--- src/rtl/sdram_arbiter.sv ---
// -----------------------------------------------------------------------------
// sdram_arbiter
//
// Purpose:
//    Shares one SDRAM controller port between a single write requester (ROM
//    download) and NUM_PORTS read requesters. One transaction is outstanding at
//    a time. Writes always win over reads. Read-port selection is either fixed
//    priority (lowest index wins, default build) or round-robin when the macro
//    SDRAM_ARBITER_ROUND_ROBIN_EN is defined.
//
// Parameters:
//    NUM_PORTS  - number of read requesters (2..8)
//    ADDR_WIDTH - SDRAM word address width
//    DATA_WIDTH - SDRAM data width
//
// Ports:
//    clk, reset                     - clock, synchronous active-high reset
//    wr_req/wr_addr/wr_data         - write requester (level request)
//    wr_ack                         - write accepted (combinational pulse)
//    port_req/port_addr             - per-port read requests, packed addresses
//    port_ack                       - read accepted (combinational pulse)
//    port_valid/port_q              - registered read-data pulse and shared data
//    sdram_addr/data/we/req         - registered command to SDRAM controller
//    sdram_ack/valid/q              - responses from SDRAM controller
//
// Configuration macro: SDRAM_ARBITER_ROUND_ROBIN_EN
// -----------------------------------------------------------------------------
module sdram_arbiter #(
   parameter int NUM_PORTS  = 4,
   parameter int ADDR_WIDTH = 23,
   parameter int DATA_WIDTH = 32
) (
   input  logic                            clk,
   input  logic                            reset,
   input  logic                            wr_req,
   input  logic [ADDR_WIDTH-1:0]           wr_addr,
   input  logic [DATA_WIDTH-1:0]           wr_data,
   output logic                            wr_ack,
   input  logic [NUM_PORTS-1:0]            port_req,
   input  logic [NUM_PORTS*ADDR_WIDTH-1:0] port_addr,
   output logic [NUM_PORTS-1:0]            port_ack,
   output logic [NUM_PORTS-1:0]            port_valid,
   output logic [DATA_WIDTH-1:0]           port_q,
   output logic [ADDR_WIDTH-1:0]           sdram_addr,
   output logic [DATA_WIDTH-1:0]           sdram_data,
   output logic                            sdram_we,
   output logic                            sdram_req,
   input  logic                            sdram_ack,
   input  logic                            sdram_valid,
   input  logic [DATA_WIDTH-1:0]           sdram_q
);

   localparam int IDX_W = $clog2(NUM_PORTS);

   typedef enum logic [1:0] {IDLE, WAIT_ACK, WAIT_VALID} state_t;

   state_t                 state_q, state_d;
   logic [ADDR_WIDTH-1:0]  addr_q, addr_d;
   logic [DATA_WIDTH-1:0]  data_q, data_d;
   logic                   we_q, we_d;
   logic                   sdram_req_q, sdram_req_d;
   logic [IDX_W-1:0]       grant_q, grant_d;
   logic [NUM_PORTS-1:0]   port_valid_q, port_valid_d;
   logic [DATA_WIDTH-1:0]  port_q_q, port_q_d;
`ifdef SDRAM_ARBITER_ROUND_ROBIN_EN
   // Holds the index where the next search begins (last read grant + 1).
   logic [IDX_W-1:0]       rr_ptr_q, rr_ptr_d;
`endif

   logic [ADDR_WIDTH-1:0]  port_addr_arr [NUM_PORTS];
   logic [IDX_W-1:0]       sel_idx;
   logic                   sel_found;
   logic                   ack_fire;

   // Unpack the flat address bus into one word per port.
   generate
      for (genvar gi = 0; gi < NUM_PORTS; gi++) begin : g_addr
         assign port_addr_arr[gi] = port_addr[gi*ADDR_WIDTH +: ADDR_WIDTH];
      end
   endgenerate

   // Acks are combinational on sdram_ack; reset masks them so an abandoned
   // transaction never produces a pulse.
   assign ack_fire = (state_q == WAIT_ACK) && sdram_ack && !reset;
   assign wr_ack   = ack_fire && we_q;

   generate
      for (genvar gi = 0; gi < NUM_PORTS; gi++) begin : g_ack
         assign port_ack[gi] = ack_fire && !we_q && (grant_q == IDX_W'(gi));
      end
   endgenerate

   // Read-port selection.
`ifdef SDRAM_ARBITER_ROUND_ROBIN_EN
   always_comb begin
      int cand;
      cand      = 0;
      sel_idx   = '0;
      sel_found = 1'b0;
      for (int k = 0; k < NUM_PORTS; k++) begin
         cand = int'(rr_ptr_q) + k;
         if (cand >= NUM_PORTS) cand = cand - NUM_PORTS;
         if (!sel_found && port_req[cand[IDX_W-1:0]]) begin
            sel_found = 1'b1;
            sel_idx   = cand[IDX_W-1:0];
         end
      end
   end
`else
   always_comb begin
      sel_idx   = '0;
      sel_found = 1'b0;
      for (int k = 0; k < NUM_PORTS; k++) begin
         if (!sel_found && port_req[IDX_W'(k)]) begin
            sel_found = 1'b1;
            sel_idx   = IDX_W'(k);
         end
      end
   end
`endif

   // Next-state logic.
   always_comb begin
      state_d      = state_q;
      addr_d       = addr_q;
      data_d       = data_q;
      we_d         = we_q;
      sdram_req_d  = sdram_req_q;
      grant_d      = grant_q;
      port_valid_d = '0;
      port_q_d     = port_q_q;
`ifdef SDRAM_ARBITER_ROUND_ROBIN_EN
      rr_ptr_d     = rr_ptr_q;
`endif
      case (state_q)
         IDLE: begin
            if (wr_req) begin
               addr_d      = wr_addr;
               data_d      = wr_data;
               we_d        = 1'b1;
               sdram_req_d = 1'b1;
               state_d     = WAIT_ACK;
            end else if (sel_found) begin
               addr_d      = port_addr_arr[sel_idx];
               we_d        = 1'b0;
               grant_d     = sel_idx;
               sdram_req_d = 1'b1;
               state_d     = WAIT_ACK;
`ifdef SDRAM_ARBITER_ROUND_ROBIN_EN
               rr_ptr_d    = (sel_idx == IDX_W'(NUM_PORTS-1)) ? '0 : sel_idx + IDX_W'(1);
`endif
            end
         end
         WAIT_ACK: begin
            if (sdram_ack) begin
               sdram_req_d = 1'b0;
               state_d     = we_q ? IDLE : WAIT_VALID;
            end
         end
         WAIT_VALID: begin
            if (sdram_valid) begin
               port_q_d              = sdram_q;
               port_valid_d[grant_q] = 1'b1;
               state_d               = IDLE;
            end
         end
         default: begin
            state_d     = IDLE;
            sdram_req_d = 1'b0;
         end
      endcase
   end

   always_ff @(posedge clk) begin
      if (reset) begin
         state_q      <= IDLE;
         addr_q       <= '0;
         data_q       <= '0;
         we_q         <= 1'b0;
         sdram_req_q  <= 1'b0;
         grant_q      <= '0;
         port_valid_q <= '0;
         port_q_q     <= '0;
`ifdef SDRAM_ARBITER_ROUND_ROBIN_EN
         rr_ptr_q     <= '0;
`endif
      end else begin
         state_q      <= state_d;
         addr_q       <= addr_d;
         data_q       <= data_d;
         we_q         <= we_d;
         sdram_req_q  <= sdram_req_d;
         grant_q      <= grant_d;
         port_valid_q <= port_valid_d;
         port_q_q     <= port_q_d;
`ifdef SDRAM_ARBITER_ROUND_ROBIN_EN
         rr_ptr_q     <= rr_ptr_d;
`endif
      end
   end

   assign sdram_req  = sdram_req_q;
   assign sdram_addr = addr_q;
   assign sdram_data = data_q;
   assign sdram_we   = we_q;
   assign port_valid = port_valid_q;
   assign port_q     = port_q_q;

endmodule

--- config.mk ---
export PLATFORM = sky130hd
export DESIGN_NAME = sdram_arbiter
export DESIGN_NICKNAME = d
export VERILOG_FILES = /design/src/rtl/sdram_arbiter.sv
export SDC_FILE = /design/constraint.sdc
export NUM_CORES = 1
export LEC_CHECK = 0
export CORE_AREA = 2 2 112 114
export CTS_BUF_LIST = sky130_fd_sc_hd__clkbuf_8
export CTS_CLUSTER_SIZE = 10
export DETAILED_ROUTE_END_ITERATION = 7
export DIE_AREA = 0 0 114 116
export HOLD_SLACK_MARGIN = 0.05
export PLACE_DENSITY_LB_ADDON = 0.12
export RECOVER_POWER = 25
export SLEW_MARGIN = 0
export SYNTH_ARGS = -nofsm -noshare
export SYNTH_HDL_FRONTEND = slang
export SYNTH_SLANG_ARGS = --single-unit
--- constraint.sdc ---
create_clock -name clk -period 1.85 [get_ports clk]
set_clock_uncertainty 0.2 [all_clocks]
set_input_delay 0.37 -clock clk [delete_from_list [all_inputs] [get_ports clk]]
set_output_delay 0.37 -clock clk [all_outputs]
set_load 0.01 [all_outputs]
==> results of run 1 <==
worst paths after layout:
check,cells past startpoint,slack (ns),from,endpoint
min,2,0.19,sdram_ack,state_q[0]
max reg2reg,5,0.17,state_q[1],sdram_addr[12]
min reg2reg,2,0.25,port_q[13],port_q[13]
max,3,-0.20,sdram_we,port_ack[0]
registers in the layout, indices dropped and copies added (netlist names):
register	flops
port_q	32
port_valid	2
sdram_addr	23
sdram_data	32
sdram_we	1
state_q	2
sdram_req	1
grant_q	1
synthesized netlist by cell type, drive strengths merged:
cell     number  area [sq um]
a22oi         1         7.510
a211oi        1         7.510
buf          15         111.4
inv           1         3.750
nor4b         1         8.760
nor2         39         146.4
clkbuf       26         97.59
or4           1         7.510
or3           1         11.26
and3b        25         219.0
o31ai         1         7.510
a21oi        35         178.9
nand2b       25         156.4
conb          1         3.750
a211o        23         201.4
dfxtp        94          1882
o32a          1         10.01
nor3          3         15.01
nand2        66         247.7
a32o         23         230.2
nor3b         1         7.510
mux2i        32         320.3
nand3b        1         7.510
a2111oi       1         8.760
o21ai         1         5.000
metal layers:
layer / track usage [%] / vias up / share of wire, %
met5: 0 / - / 0
met4: 7.561 / 0 / 1.8
met3: 5.387 / 17 / 7.2
met2: 31.87 / 143 / 50
met1: 21.10 / 1802 / 41
li1: - / 1913 / -
cell type report:
type / count / area (sq um)
flip-flops and latches: 94 / 1884
fillers: 1093 / 5209
repair buffers: 257 / 2599
clock inverters: 6 / 57.56
well taps: 147 / 183.9
inverters: 1 / 3.754
clock buffers: 9 / 123.9
multi-input cells: 286 / 1851
placed cells by master (no fill, tap or decap), types with 2 or more instances in the layout:
cell type and instances:
clkdlybuf4s50_1 154, dfxtp_1 92, nand2_1 65, nor2_1 37, dlymetal6s2s_1 35, a21oi_1 34
mux2i_1 32, nand2b_1 25, and3b_1 25, dlygate4sd2_1 24, a211o_1 23, a32o_1 23
buf_4 16, clkdlybuf4s25_1 15, clkbuf_8 9, buf_2 5, inv_1 4, conb_1 4
buf_12 4, nor3_1 3, nor2_2 2, buf_6 2, dfxtp_2 2
kinds of logic after synthesis:
group,share of synthesized area (%)
AND/OR/NAND/NOR,21.19
AO/OA/AOI/OAI,16.83
buffers and inverters,5.450
other,0.09609
flip-flops,48.22
multiplexers,8.208
worst max-delay path: cells and delay by family (launching register included):
| family | cells | cell delay (ns) |
|---|---|---|
| buffers and inverters | 1 | 0.13 |
| and+or+nand+nor | 2 | 0.66 |
| DFF | 1 | 0.33 |
where the power goes:
| part | leakage [nW] | switching [mW] | internal (mW) |
|---|---|---|---|
| combinational | 2.37 | 0.398 | 0.622 |
| clock | 0.0991 | 0.704 | 0.606 |
| sequential | 0.769 | 0.0582 | 2.15 |
| total | 3.24 | 1.16 | 3.37 |
metrics by stage:
stage / cells / hold WS, ns
finish: 800 / 0.1942
global route: 800 / 0.1920
CTS: 801 / 0.1669
detailed placement: 785 / 0.2456
global placement: 785 / 0.2416
floorplan: 422 / 0.2507
timing repair:
action | in CTS | in global routing
setup endpoints to repair | 26 | 74
resized for setup | 43 | 56
gates cloned | 0 | 0
pin swaps | 4 | 4
buffers inserted | 1 | 0
endpoints found under the hold margin | 0 | 0
==> metrics.cfg, run 1 <==
[clock_network]
clockBufferDepth=2
htree_levels=3
cts_root_buf=clkbuf_8
clk-insertion-delay-late_ns=0.36
postCtsHoldBufs=0
cts.clk_slew.worst_paths_ns=0.09
tritoncts=yes
cts.sinks=94
cts-buffers-inserted=9

[global_routing]
grt.overflow.total=0
grt_max_degree=74
antenna_found_initial=0
grt_pass1_wl_um=19150
track_usage_pct=18.30
grt_pass1_vias=3839

[power]
p_leak_nw=3.236
vdd_drop_max_v=0.0004956
p_total_mw=4.535
power_density_nw_per_um2=676.6

[worst_setup_path]
worstSetupStartpointType=register
slowest_stage=or4_4
worst-endpoint-arrival_ns=1.48
path_cells=or4_4 > nor2_2 > buf_2
worstPathRequired_ns=1.28
end_kind=primary output
critPathMaxStageDelay_ns=0.56
critPathMaxFanout=2
criticalPathCategory=register to primary output

[yosys]
ys_types=28
ys_ff_latch=94
synth_area_sq_um=3902
syn_area_per_cell_sq_um=9.314
netlist_instances=419
synth-seq-area-share_pct=48.22
synth.yosys.warnings=0

[layout]
diodes=0
area_growth_syn_to_layout_pct=71.75
drive_above_1_share_pct=7.657
fin_area_sq_um=6703
fin_nets=837
finish.utilization_pct=56.27

[sta]
rsz0062_at_grt=true
min_period_ns=2.050
drv_slew=0
slew_headroom_pct=44.73
finalSetupViolations=25
worstMarginPinSlew_ns=0.8290
period_share_pct=110.8
finalHoldViolCount=0
fin_ws_ns=-0.1999
setup_tns_ns=-3.075
max_freq_mhz=487.8

[route]
drt_iter0_drc=184
drt-total-wl_um=12360
dr.pass1.iters=4
drtAntennaViolNets=0
avgViaCountPerCell=4.844
wire_per_inst_um=15.45
num_vias=3875
post-route-drc-count=0

[floorplanning]
num_rows=40
core-area_sq_um=11910
pin_count=286
start_util_pct=32.76
die_w_um=114
dieArea_sq_um=13220
die_h_um=116

[job]
max_cap_viol_count=0

[place]
port-buffer-count=233
dp_slack_ns=-0.7950
gp_congestion=0.8032
postPlaceCellArea_sq_um=6446
dp_hpwl_um=8922

[run_status]
violations=setup timing
status=finished with violations

[hold_path]
hp-class=input port to register

Power figures use the tool's default switching activity.
==> run 2: changes to the inputs <==
--- a/config.mk
+++ b/config.mk
@@ -7,6 +7,7 @@
 export LEC_CHECK = 0
 export CORE_AREA = 2 2 112 114
 export CTS_BUF_LIST = sky130_fd_sc_hd__clkbuf_8
+export CTS_CLUSTER_DIAMETER = 50
 export CTS_CLUSTER_SIZE = 10
 export DETAILED_ROUTE_END_ITERATION = 7
 export DIE_AREA = 0 0 114 116
==> results of run 2 <==
Final layout, timing and power as in run 1 (identical DEF).
==> run 3: changes to the inputs <==
--- a/config.mk
+++ b/config.mk
@@ -5,12 +5,13 @@
 export SDC_FILE = /design/constraint.sdc
 export NUM_CORES = 1
 export LEC_CHECK = 0
-export CORE_AREA = 2 2 112 114
+export CORE_ASPECT_RATIO = 2
+export CORE_MARGIN = 3
+export CORE_UTILIZATION = 28
 export CTS_BUF_LIST = sky130_fd_sc_hd__clkbuf_8
 export CTS_CLUSTER_DIAMETER = 50
 export CTS_CLUSTER_SIZE = 10
 export DETAILED_ROUTE_END_ITERATION = 7
-export DIE_AREA = 0 0 114 116
 export HOLD_SLACK_MARGIN = 0.05
 export PLACE_DENSITY_LB_ADDON = 0.12
 export RECOVER_POWER = 25
==> run 3 against run 2 <==
Die area is 17% higher. Sequential power about the same. Setup slack improved by 0.0032 ns. Non-clock buffer count up 1. Critical path depth did not move. Via count is 0.90% higher. Worst hold slack gained 0.054 ns. The flow still finishes with violations (setup timing). Utilization shrank 7.1 points. Maximum frequency grew 0.16%. Total power up 2.2%.
==> metrics.cfg, run 3 (synthesis gave the netlist of run 1 again) <==
[clock_network]
cts.sinks=94  ; unchanged
htree_levels=3  ; unchanged
clk-insertion-delay-late_ns=0.36  ; about the same
cts_root_buf=clkbuf_8  ; unchanged
cts.clk_slew.worst_paths_ns=0.10  ; was 0.09 ns
tritoncts=yes  ; unchanged
post_cts_buffers=0  ; was 1
clockBufferDepth=2  ; unchanged
cts-buffers-inserted=9  ; unchanged

[worst_setup_path]
reg2reg_depth=5  ; unchanged
rrSetupSlack_ns=0.18  ; was 0.17 ns
critPathMaxFanout=2  ; unchanged
worstSetupStartpointType=register  ; unchanged
end_kind=primary output  ; unchanged
worst-endpoint-arrival_ns=1.48  ; about the same
worstPathRequired_ns=1.28  ; about the same
criticalPathCategory=register to primary output  ; unchanged
r2r_end=sdram_addr[15]  ; was sdram_addr[12]
reg2reg_from=state_q[0]  ; was state_q[1]

[sta]
whs_ns=0.2481  ; was 0.1942 ns
worstMarginPinSlew_ns=0.7682  ; was 0.8290 ns
drv_slew=0  ; unchanged
period_share_pct=110.6  ; was 110.8%
rsz0062_at_grt=true  ; unchanged
min_period_ns=2.047  ; was 2.050 ns
max_freq_mhz=488.6  ; was 487.8 MHz
finalSetupViolations=2  ; was 25
fin_ws_ns=-0.1967  ; was -0.1999 ns
slew_headroom_pct=48.79  ; was 44.73%
finalHoldViolCount=0  ; unchanged

[power]
p_leak_nw=2.799  ; was 3.236 nW
netSwitchingFraction_pct=26.27  ; was 25.60%
intPower_mw=3.419  ; was 3.374 mW
p_sw_mw=1.218  ; was 1.161 mW
p_total_mw=4.636  ; was 4.535 mW
clkPwrFrac_pct=30.2  ; was 28.9%
vdd_drop_max_v=0.0004646  ; was 0.0004956 V
pwr-share-seq_pct=47.6  ; was 48.6%
power_density_nw_per_um2=694.4  ; was 676.6 nW/um^2
combPwrFrac_pct=22.2  ; was 22.5%

[floorplanning]
pin_count=286  ; unchanged
die_w_um=89.48  ; was 114 um
dieArea_sq_um=15480  ; was 13220 sq um
core-area_sq_um=13590  ; was 11910 sq um
start_util_pct=28.72  ; was 32.76%
die_h_um=173.0  ; was 116 um
num_rows=60  ; was 40

[place]
dp_hpwl_um=10200  ; was 8922 um
gp_congestion=0.7422  ; was 0.8032
port-buffer-count=233  ; unchanged

[route]
post-route-drc-count=0  ; unchanged
drt-total-wl_um=13760  ; was 12360 um
wire_per_inst_um=16.38  ; was 15.45 um
drt_iter0_drc=85  ; was 184
num_vias=3910  ; was 3875
avgViaCountPerCell=4.655  ; was 4.844
drtAntennaViolNets=0  ; unchanged
dr.pass1.iters=4  ; unchanged

[job]
max_cap_viol_count=0  ; unchanged

[hold_path]
min_path_cells=3  ; was 2
min-delay-start=port_req[0]  ; was sdram_ack
hp-class=input port to register  ; unchanged
worst_hold_path.endpoint=grant_q[0]  ; was state_q[0]

[layout]
area_growth_syn_to_layout_pct=71.08  ; was 71.75%
final_common_cell=clkdlybuf4s50_1  ; unchanged
fin_nets=838  ; was 837
mostFrequentLayoutCells=clkdlybuf4s50_1 (137), dfxtp_1 (93), nand2_1 (65), dlygate4sd2_1 (52), nor2_1 (37)  ; was clkdlybuf4s50_1 (154), dfxtp_1 (92), nand2_1 (65), nor2_1 (37), dlymetal6s2s_1 (35)
drive_above_1_share_pct=8.257  ; was 7.657%
diodes=0  ; unchanged

[global_routing]
grt_pass1_wl_um=20650  ; was 19150 um
antenna_found_initial=0  ; unchanged
track_usage_pct=17.22  ; was 18.30%
grt.overflow.total=0  ; unchanged
grt_pass1_vias=3990  ; was 3839
grt_max_degree=49  ; was 74

[run_status]
violations=setup timing  ; unchanged
status=finished with violations  ; unchanged

[run 3: changes by cell type in the layout (fill, tap and decap cells not counted), sizes merged, moves of 2 or more]
cell,delta
dlymetal6s2s,-33
dlygate4sd2,+28
clkdlybuf4s25,+17
clkdlybuf4s50,-17
clkbuf,+7
inv,-2
[run 3: final cells by class]
class	count	area, sq um
clock buffers	10	137.6
clock inverters	5	58.81
fillers	1374	6912
inverters	1	3.754
multi-input cells	286	1858
flip-flops and latches	94	1883
well taps	186	232.7
repair buffers	258	2502
[run 3: timing repair]
item	CTS	global route
setup endpoints to repair	54	51
hold buffers	0	0
pin swaps	1	2
gates cloned	0	1
gates resized for setup	75	42
[run 3: power by group through the flow]
stage               combinational, mW  sequential (mW)  clock [mW]
floorplan                       0.374             2.31           0
global placement                 1.08             2.25           0
detailed placement               1.09             2.25           0
CTS                              1.05             2.21        1.47
global route                     1.11             2.22        1.54
finish                           1.03             2.21        1.40
[run 3: metal layers]
metal,wire length (um),global-route usage [%],vias up
met5,0,0,-
li1,-,-,1916
met3,1189,5.246,17
met1,4890,17.76,1813
met4,323,6.398,0
met2,7358,31.28,164
[run 3: worst max path at each step]
| stage | to | cells past startpoint | slack [ns] | startpoint |
|---|---|---|---|---|
| final | port_ack[0] | 3 | -0.20 | sdram_we |
| after global routing | port_ack[1] | 3 | -0.28 | sdram_we |
| after detailed placement | port_ack[0] | 5 | -0.76 | sdram_ack |
| after floorplan | port_ack[0] | 3 | 0.08 | reset |
| after CTS | port_ack[0] | 3 | -0.26 | sdram_we |
| after global placement | port_ack[1] | 5 | -0.75 | sdram_ack |
[run 3: critical path, cell delays in order, from the launching register on]
cell,delay (ns)
dfxtp_2,0.33
or4_4,0.55
nor2_2,0.10
buf_2,0.13
[run 3: metrics by stage]
step                      std cells  worst slack [ns]  util [%]  setup TNS [ns]  instance area, sq um
after global placement          824           -0.7500     47.98          -9.550                  6520
final                           840           -0.1967     49.13         -0.3916                  6676
after floorplan                 422           0.08039         -               0                  3914
after CTS                       839           -0.2570     49.05         -0.4970                  6665
after global routing            840           -0.2809     49.13          -1.249                  6676
after detailed placement        824           -0.7593     47.98          -9.775                  6520
